$ cat config.mk
export PLATFORM = sky130hd
export DESIGN_NAME = phrase_vram_writer
export DESIGN_NICKNAME = d
export VERILOG_FILES = /design/src/rtl/phrase_vram_writer_pkg.sv /design/src/rtl/phrase_vram_writer_addr_gen.sv /design/src/rtl/phrase_vram_writer.sv
export SDC_FILE = /design/constraint.sdc
export NUM_CORES = 1
export LEC_CHECK = 0
export CORE_MARGIN = 5
export CORE_UTILIZATION = 60
export DETAILED_ROUTE_END_ITERATION = 6
export DONT_BUFFER_PORTS = 1
export PLACE_DENSITY_LB_ADDON = 0.05
export SYNTH_ARGS = -nofsm -noshare
export SYNTH_HDL_FRONTEND = slang
export SYNTH_SLANG_ARGS = --single-unit
$ cat constraint.sdc
create_clock -name clk -period 3.14 [get_ports clk]
set_clock_uncertainty 0.2 [all_clocks]
set_input_delay 0.471 -clock clk [delete_from_list [all_inputs] [get_ports clk]]
set_output_delay 0.471 -clock clk [all_outputs]
set_load 0.02 [all_outputs]
$ cat src/rtl/phrase_vram_writer_pkg.sv
// phrase_vram_writer_pkg: shared FSM state, field encodings, VRAM word layout and geometry defaults
package phrase_vram_writer_pkg;
  typedef enum logic [1:0] {ST_IDLE, ST_CONV, ST_WRITE} state_t;
  typedef enum logic [1:0] {FLD_NOTE, FLD_OCT, FLD_VOL, FLD_INST} field_t;
  localparam int ROW_WORDS_DEF = 40;
  localparam int NUM_ROWS_DEF = 30;
  localparam int ADDR_W_DEF = 11;
  localparam int HALF_W = 16;
  localparam int IV_BIT = 15;
  localparam int CHR_LSB = 8;
  localparam int FGD_LSB = 4;
  localparam int BKG_LSB = 0;
  function automatic logic [HALF_W-1:0] pack_half(logic iv, logic [6:0] chr, logic [3:0] fgd, logic [3:0] bkg);
    logic [HALF_W-1:0] h;
    h = '0;
    h[IV_BIT] = iv;
    h[CHR_LSB+:7] = chr;
    h[FGD_LSB+:4] = fgd;
    h[BKG_LSB+:4] = bkg;
    return h;
  endfunction
  function automatic logic [2*HALF_W-1:0] pack_word(logic iv, logic [13:0] pix, logic [3:0] fgd, logic [3:0] bkg);
    return {pack_half(iv, pix[6:0], fgd, bkg), pack_half(iv, pix[13:7], fgd, bkg)};
  endfunction
endpackage

$ cat src/rtl/phrase_vram_writer_addr_gen.sv
// vram_addr_gen: word address row*ROW_WORDS + col + field, wrapped to ADDR_W bits
module vram_addr_gen
  import phrase_vram_writer_pkg::*;
#(
  parameter int ROW_WORDS = ROW_WORDS_DEF,
  parameter int ADDR_W = ADDR_W_DEF
) (
  input  logic [4:0]        row,
  input  logic [5:0]        col,
  input  logic [1:0]        field,
  output logic [ADDR_W-1:0] addr
);
  always_comb addr = ADDR_W'(int'(row) * ROW_WORDS + int'(col) + int'(field));
endmodule

$ cat src/rtl/phrase_vram_writer.sv
// phrase_vram_writer: converts one phrase into four VRAM text words via an external pixel-code converter
module phrase_vram_writer
  import phrase_vram_writer_pkg::*;
#(
  parameter int ROW_WORDS = ROW_WORDS_DEF,
  parameter int NUM_ROWS = NUM_ROWS_DEF,
  parameter int ADDR_W = ADDR_W_DEF
) (
  input  logic              clk,
  input  logic              reset,
  input  logic              req_valid,
  output logic              req_ready,
  input  logic [15:0]       req_phrase,
  input  logic [4:0]        req_row,
  input  logic [5:0]        req_col,
  input  logic              req_cursor_en,
  input  logic [1:0]        req_cursor_field,
  input  logic [3:0]        req_fgd,
  input  logic [3:0]        req_bkg,
  output logic [15:0]       phrase_out,
  output logic [1:0]        sel_type,
  input  logic [13:0]       pix_codes,
  output logic              vram_we,
  output logic [ADDR_W-1:0] vram_addr,
  output logic [31:0]       vram_wdata,
  input  logic              vram_grant,
  output logic              busy,
  output logic              done,
  output logic              err
);
  state_t state;
  field_t field;
  logic [4:0] row_q;
  logic [5:0] col_q;
  logic cen_q;
  logic [1:0] cf_q;
  logic [3:0] fgd_q, bkg_q;
  logic done_q, err_q, iv;
  logic [ADDR_W-1:0] addr;
  vram_addr_gen #(.ROW_WORDS(ROW_WORDS), .ADDR_W(ADDR_W)) u_addr (
    .row(row_q), .col(col_q), .field(field), .addr(addr)
  );
  always_ff @(posedge clk) begin
    if (reset) begin
      state <= ST_IDLE;
      field <= FLD_NOTE;
      phrase_out <= '0;
      done_q <= 1'b0;
      err_q <= 1'b0;
    end else begin
      done_q <= 1'b0;
      err_q <= 1'b0;
      case (state)
        ST_IDLE: if (req_valid) begin
          phrase_out <= req_phrase;
          row_q <= req_row;
          col_q <= req_col;
          cen_q <= req_cursor_en;
          cf_q <= req_cursor_field;
          fgd_q <= req_fgd;
          bkg_q <= req_bkg;
          field <= FLD_NOTE;
          // off-screen rows are acknowledged with an error instead of writing
          if (int'(req_row) >= NUM_ROWS) begin
            done_q <= 1'b1;
            err_q <= 1'b1;
          end else state <= ST_CONV;
        end
        ST_CONV: state <= ST_WRITE;
        ST_WRITE: if (vram_grant) begin
          if (field == FLD_INST) begin
            state <= ST_IDLE;
            done_q <= 1'b1;
          end else begin
            field <= field_t'(field + 2'd1);
            state <= ST_CONV;
          end
        end
        default: state <= ST_IDLE;
      endcase
    end
  end
  // decoded outputs are forced quiet combinationally while reset is held
  always_comb begin
    iv = cen_q && (cf_q == field);
    req_ready = (state == ST_IDLE) && !reset;
    busy = (state != ST_IDLE) && !reset;
    vram_we = (state == ST_WRITE) && !reset;
    vram_addr = vram_we ? addr : '0;
    vram_wdata = vram_we ? pack_word(iv, pix_codes, fgd_q, bkg_q) : '0;
    sel_type = reset ? 2'd0 : field;
    done = done_q && !reset;
    err = err_q && !reset;
  end
endmodule
==> metrics.cfg, run 1 <==
[outcome]
status = finished, violations left
violations = negative setup slack

[timing]
grt_setup_unrepaired = true
fin_ws_ns = -0.01176
layout_min_cycle_time_ns = 3.152
fmax_mhz = 317.3
finalHoldViolations = 0
tightest_slew_ns = 0.6930
finalMaxSlewViolations = 0
fin_crit_sh_pct = 100.4
setup_violations = 1
slew_headroom_pct = 53.44

[layout]
final_cell_mix = 35 x nand2_1, 26 x and2_1, 22 x a21oi_1, 22 x edfxtp_1, 20 x dfxtp_1
final_layout_size_suffix_gt1_share_pct = 17.72
postLayoutCoreUtil_pct = 68.66
syn_to_final_growth_pct = 10.45
layout_commonest_cell = nand2_1
nNetsFinal = 306
diodes = 0

[logic_synthesis]
syn_avg_cell_area_um2 = 9.726
synth_area_leader_cell = edfxtp_1
syn_inst = 234
synth_seq_area_share_pct = 48.38
ys_async_sr_fraction_pct = 0
ys_top_cells_by_area = edfxtp_1 29%, dfxtp_1 19%, and2_1 7.1%, ha_1 6.6%, nand2_1 5.9%
synth_top_area_share_pct = 29.03
synth-edff-count = 22
synth.net_count = 304
synth_cell_types = 42
yosys_warnings = 0
synthesis.area_um2 = 2276
synth_ff_type = edfxtp_1
ys_seq_elements = 44

[global_route]
overflow = 0
grt_max_degree = 30
grt_antenna_before_repair = 0
grt_pass1_vias = 1716
grtUsageTotal_pct = 18.66
grt_pass1_wl_um = 7652

[placed_design]
dp_hpwl_um = 3797
portBuffers = 0
place.gp.congestion = 0.7909

[route]
vias = 1644
drc = 0
first_pass_iters = 4
drtIter0Drc = 38
antenna_left = 0
avgRoutedWirePerCell_um = 17.46
vias_per_cell = 5.768
wl_um = 4977

[clock_tree]
cts_tree = yes
h-tree-depth = 2
cts.path.max_buffers = 2
clk_latency_ns = 0.28
cts_buffers = 5
clk_pin_slew_worst_paths_ns = 0.08
cts-root-buf = clkbuf_8
clock_sinks = 44

[worst_setup_path]
path_class = reg -> out
worstPathRequired_ns = 2.47
critPathLaunchType = register
crit_path_end_kind = output pin
cp_max_fo = 4
critPathArrivalTime_ns = 2.48

[die]
coreArea_um2 = 3661
die_height_um = 71.59
start_util_pct = 62.17
rows = 22
ios = 122
die_area_um2 = 5125
die_w_um = 71.59

[pwr]
p_leak_uw = 0.0009652
vdd_ir_drop_max_mv = 0.4624
pwr_density_cell_nw_per_um2 = 485.2
p_total_uw = 1220

[hold_path]
hold_class = in -> reg

[job]
cap_violations = 0

==> cells by family (layout without fill, tap and decap cells) <==
kind of cell               after synthesis  after routing  synth area share, %
and+or+nand+nor                        104            104                23.59
DFF                                     44             44                48.38
AOI/OAI and AO/OA                       36             36                9.896
buffers and inverters                   27             30                6.267
adders and majority gates               14             14                8.356
xor gates and xnor gates                 8              8                3.079
muxes                                    1              1               0.4398
==> metrics by stage <==
stage	hold WS, ns	instances	setup TNS (ns)	setup slack, ns	instance area (um^2)
after floorplan	0.3125	234	0	0.2390	2276
after global placement	0.3333	269	0	0.2292	2270
after detailed placement	0.3436	269	0	0.1427	2270
after CTS	0.03524	282	-0.08870	-0.04847	2456
after global routing	0.02717	285	-0.1158	-0.09362	2514
final	0.04075	285	-0.01176	-0.01176	2514
==> path summary, 6_finish.rpt <==
kind	startpoint	to	slack, ns	cells past startpoint
worst min-delay path	reset	field[0]	0.04	1
worst max register to register	state[0]	row_q[2]	0.98	4
worst max-delay path	row_q[3]	vram_addr[9]	-0.01	7
worst min register to register	field[1]	field[1]	0.33	2
==> flip-flops by register name, summed over array words and instances, names as in the netlist <==
signal,flops
bkg_q,4
cen_q,1
cf_q,2
col_q,6
done_q,1
err_q,1
fgd_q,4
field,2
phrase_out,16
row_q,5
state,2
==> what timing repair did <==
item / CTS / global route
setup buffers: 5 / 3
endpoints found under the setup margin: 3 / 4
hold buffers: 0 / 0
pin swaps: 8 / 6
gates resized for setup: 11 / 7
==> cell usage after synthesis, types with 2 or more instances <==
library cell,number
a2111o_1,2
a21o_1,2
a21oi_1,23
and2_1,26
buf_2,3
buf_4,9
clkbuf_1,5
dfxtp_1,22
edfxtp_1,22
fa_1,2
ha_1,12
inv_1,7
nand2_1,36
nand2b_1,3
nand3_1,2
nand3b_1,2
nor2_1,16
nor2b_1,5
nor3_1,6
xnor2_1,5
xor2_1,3
==> power by group <==
group	switching [uW]	internal, uW	leakage (uW)
registers	38.0	637	0.000386
clock network	168	179	0.0000455
logic	116	82.0	0.000534
==> worst max-delay path, stage by stage, from the launching register on <==
cell and delay, ns:
edfxtp_1 0.44, ha_4 0.30, ha_4 0.12, inv_2 0.04, fa_2 0.55, and3b_2 0.23
a2111o_1 0.39, nand2_2 0.13
==> layer usage <==
layer	GRT usage [%]	vias to the layer above	wire length (um)
li1	-	792	-
met1	18.90	761	1760
met2	34.80	84	2652
met3	7.153	7	509
met4	6.054	0	55
met5	0	-	0
==> final cells by class <==
type,count,area (um^2)
Sequential cell,44,1106
Inverter,9,36.28
Multi-Input combinational cell,163,1124
Timing Repair Buffer,13,97.59
Fill cell,270,1147
Clock buffer,8,90.09
Tap cell,48,60.06
(Power assumes the default switching activity.)
==> run 2: changes to the inputs <==
ABC_AREA = 1   (was not set)
CORE_ASPECT_RATIO = 1.25   (was not set)
==> metrics.cfg, run 2 <==
[timing]
finalMaxSlewViolations = 0
grt_setup_unrepaired = true
tightest_slew_ns = 0.7402
finalHoldViolations = 0
fin_crit_sh_pct = 99.98
fmax_mhz = 318.5
setup_violations = 0
layout_min_cycle_time_ns = 3.139
slew_headroom_pct = 50.47
hold_slack_ns = 0.04379

[layout]
postLayoutCoreUtil_pct = 64.83
final_layout_size_suffix_gt1_share_pct = 16.83
final_cells = 359
largest_register = phrase_out
diodes = 0
stdcell_area_um2 = 2615
syn_to_final_growth_pct = 6.742
layout_commonest_cell = nor2_1
reg_top3 = phrase_out: 16 flops, col_q: 6 flops, row_q: 5 flops
nNetsFinal = 372
final_cell_mix = 63 x nor2_1, 47 x inv_1, 33 x nand2_1
largest_reg_flops = 16

[logic_synthesis]
synth_ff_type = edfxtp_1
synth_xor_area_share_pct = 0.7150
synthesis.area_um2 = 2450
ys_async_sr_fraction_pct = 0
synth_top_area_share_pct = 26.97
yosys_warnings = 0
post-synth-top-count-cell = nor2_1
synth_cell_types = 36
syn_avg_cell_area_um2 = 8.249
synthAdderAreaFrac_pct = 7.763
syn_inst = 297
synth_seq_area_share_pct = 44.94
ys_top_cells_by_area = edfxtp_1 27%, dfxtp_1 18%, nor2_1 9.8%, inv_1 7.5%, ha_1 6.1%
synth-compound-area-share_pct = 8.938
synthTopCellsByCount = 64 x nor2_1, 49 x inv_1, 33 x nand2_1, 22 x dfxtp_1, 22 x edfxtp_1
synthMuxAreaShare_pct = 0
ys_seq_elements = 44
synth.net_count = 367
synth-simple-area-share_pct = 24.06
synth_top_family_by_area = simple AND/OR/NAND/NOR gates
synth_area_leader_cell = edfxtp_1
synth-edff-count = 22

[clock_tree]
cts-root-buf = clkbuf_8
cts_tree = yes
clk_latency_ns = 0.29
clk_pin_slew_worst_paths_ns = 0.08
cts.path.max_buffers = 2
h-tree-depth = 2
holdBufCountCts = 0
clock_sinks = 44
cts_buffers = 5

[route]
vias = 1869
drtIter0Drc = 60
antenna_left = 0
drc = 0
vias_per_cell = 5.206
wl_um = 4739
first_pass_iters = 4
avgRoutedWirePerCell_um = 13.20

[worst_setup_path]
rrSetupSlack_ns = 1.58
r2r_cells = 4
critPathArrivalTime_ns = 2.47
path_class = reg -> out
r2r_start = state[0]
crit_path_end_kind = output pin
reg2reg_to = bkg_q[0]
cp_max_fo = 3
crit_end = vram_addr[10]
critPathLaunchType = register
critical_path.startpoint = row_q[3]
worstPathRequired_ns = 2.47

[global_route]
overflow = 0
grt_max_degree = 29
grt_pass1_vias = 1757
grtUsageTotal_pct = 17.84
grt_pass1_wl_um = 7383
grt_antenna_before_repair = 0

[placed_design]
place.gp.congestion = 0.7548
portBuffers = 0
dp_hpwl_um = 3672
postPlaceCellArea_um2 = 2442
dp.cells = 343

[die]
ios = 122
rows = 26
start_util_pct = 60.73
coreArea_um2 = 4034
die_w_um = 67.16
die_area_um2 = 5469
die_height_um = 81.44

[pwr]
pwr-share-seq_pct = 51.8
power_frac_clock_pct = 25.4
pwr_density_cell_nw_per_um2 = 536.9
p_leak_uw = 0.001231
p_total_uw = 1404
vdd_ir_drop_max_mv = 0.3962
internal-power_uw = 938.2
p_switching_uw = 465.8
pwr-share-comb_pct = 22.8
netSwitchingFraction_pct = 33.18

[outcome]
status = completed

[job]
cap_violations = 0

[hold_path]
hold_class = in -> reg

[run 2: final cells by class]
cell class                 instances  area, um^2
sequential                        44        1101
multi-input combinational        184        1037
tap                               56       70.07
clock buffer                       6       82.58
inverter                          54       212.7
fill                             366        1419
clock inverter                     2       10.01
timing repair buffer              13       101.3
[run 2: metrics by stage]
stage	setup WS (ns)	setup TNS, ns
2_1_floorplan	0.2223	0
3_5_place_dp	0.2526	0
6_report	0.0006264	0
3_3_place_gp	0.3304	0
5_1_grt	-0.1319	-0.2608
4_1_cts	-0.008426	-0.008426
[run 2: routing by layer]
metal	wire length, um	GRT usage [%]	vias up
li1	-	-	937
met1	1707	17.23	846
met2	2444	32.55	82
met3	523	7.661	4
met4	64	7.505	0
met5	0	0	-
[run 2: repair_timing]
item,in CTS,in global routing
resized for setup,4,3
pin swaps,7,2
setup endpoints to repair,2,3
buffers inserted,5,3
hold endpoints to repair,0,0
[run 2: kinds of logic (layout without fill, tap and decap cells)]
kind of cell,count (synthesis),count (layout)
buffers and inverters,69,75
AOI/OAI and AO/OA,39,39
DFF,44,44
xor gates and xnor gates,2,2
and+or+nand+nor,129,129
adders and majority gates,14,14
[run 2: worst min path at each step]
stage          startpoint  endpoint  cells past startpoint
6_report            reset    done_q                      1
5_1_grt             reset    done_q                      1
4_1_cts             reset    done_q                      1
3_5_place_dp     state[1]  state[1]                      3
3_3_place_gp     state[1]  state[1]                      3
2_1_floorplan    state[1]  state[1]                      3
[run 2: critical path, stage by stage, from the launching register on]
cell and delay (ns):
edfxtp_1 0.40, ha_1 0.30, ha_2 0.18, inv_2 0.04, fa_1 0.47, inv_2 0.09, nand2_1 0.05, nor2_1 0.12
nand2_1 0.09, nand2_1 0.09, nand3_1 0.09, a21oi_2 0.15, buf_6 0.13
[run 2: power groups by stage]
stage / combinational [uW] / clock [uW] / sequential [uW]
2_1_floorplan: 275 / 0 / 732
3_3_place_gp: 299 / 0 / 741
3_5_place_dp: 305 / 0 / 741
4_1_cts: 318 / 367 / 728
5_1_grt: 365 / 395 / 734
6_report: 321 / 357 / 727
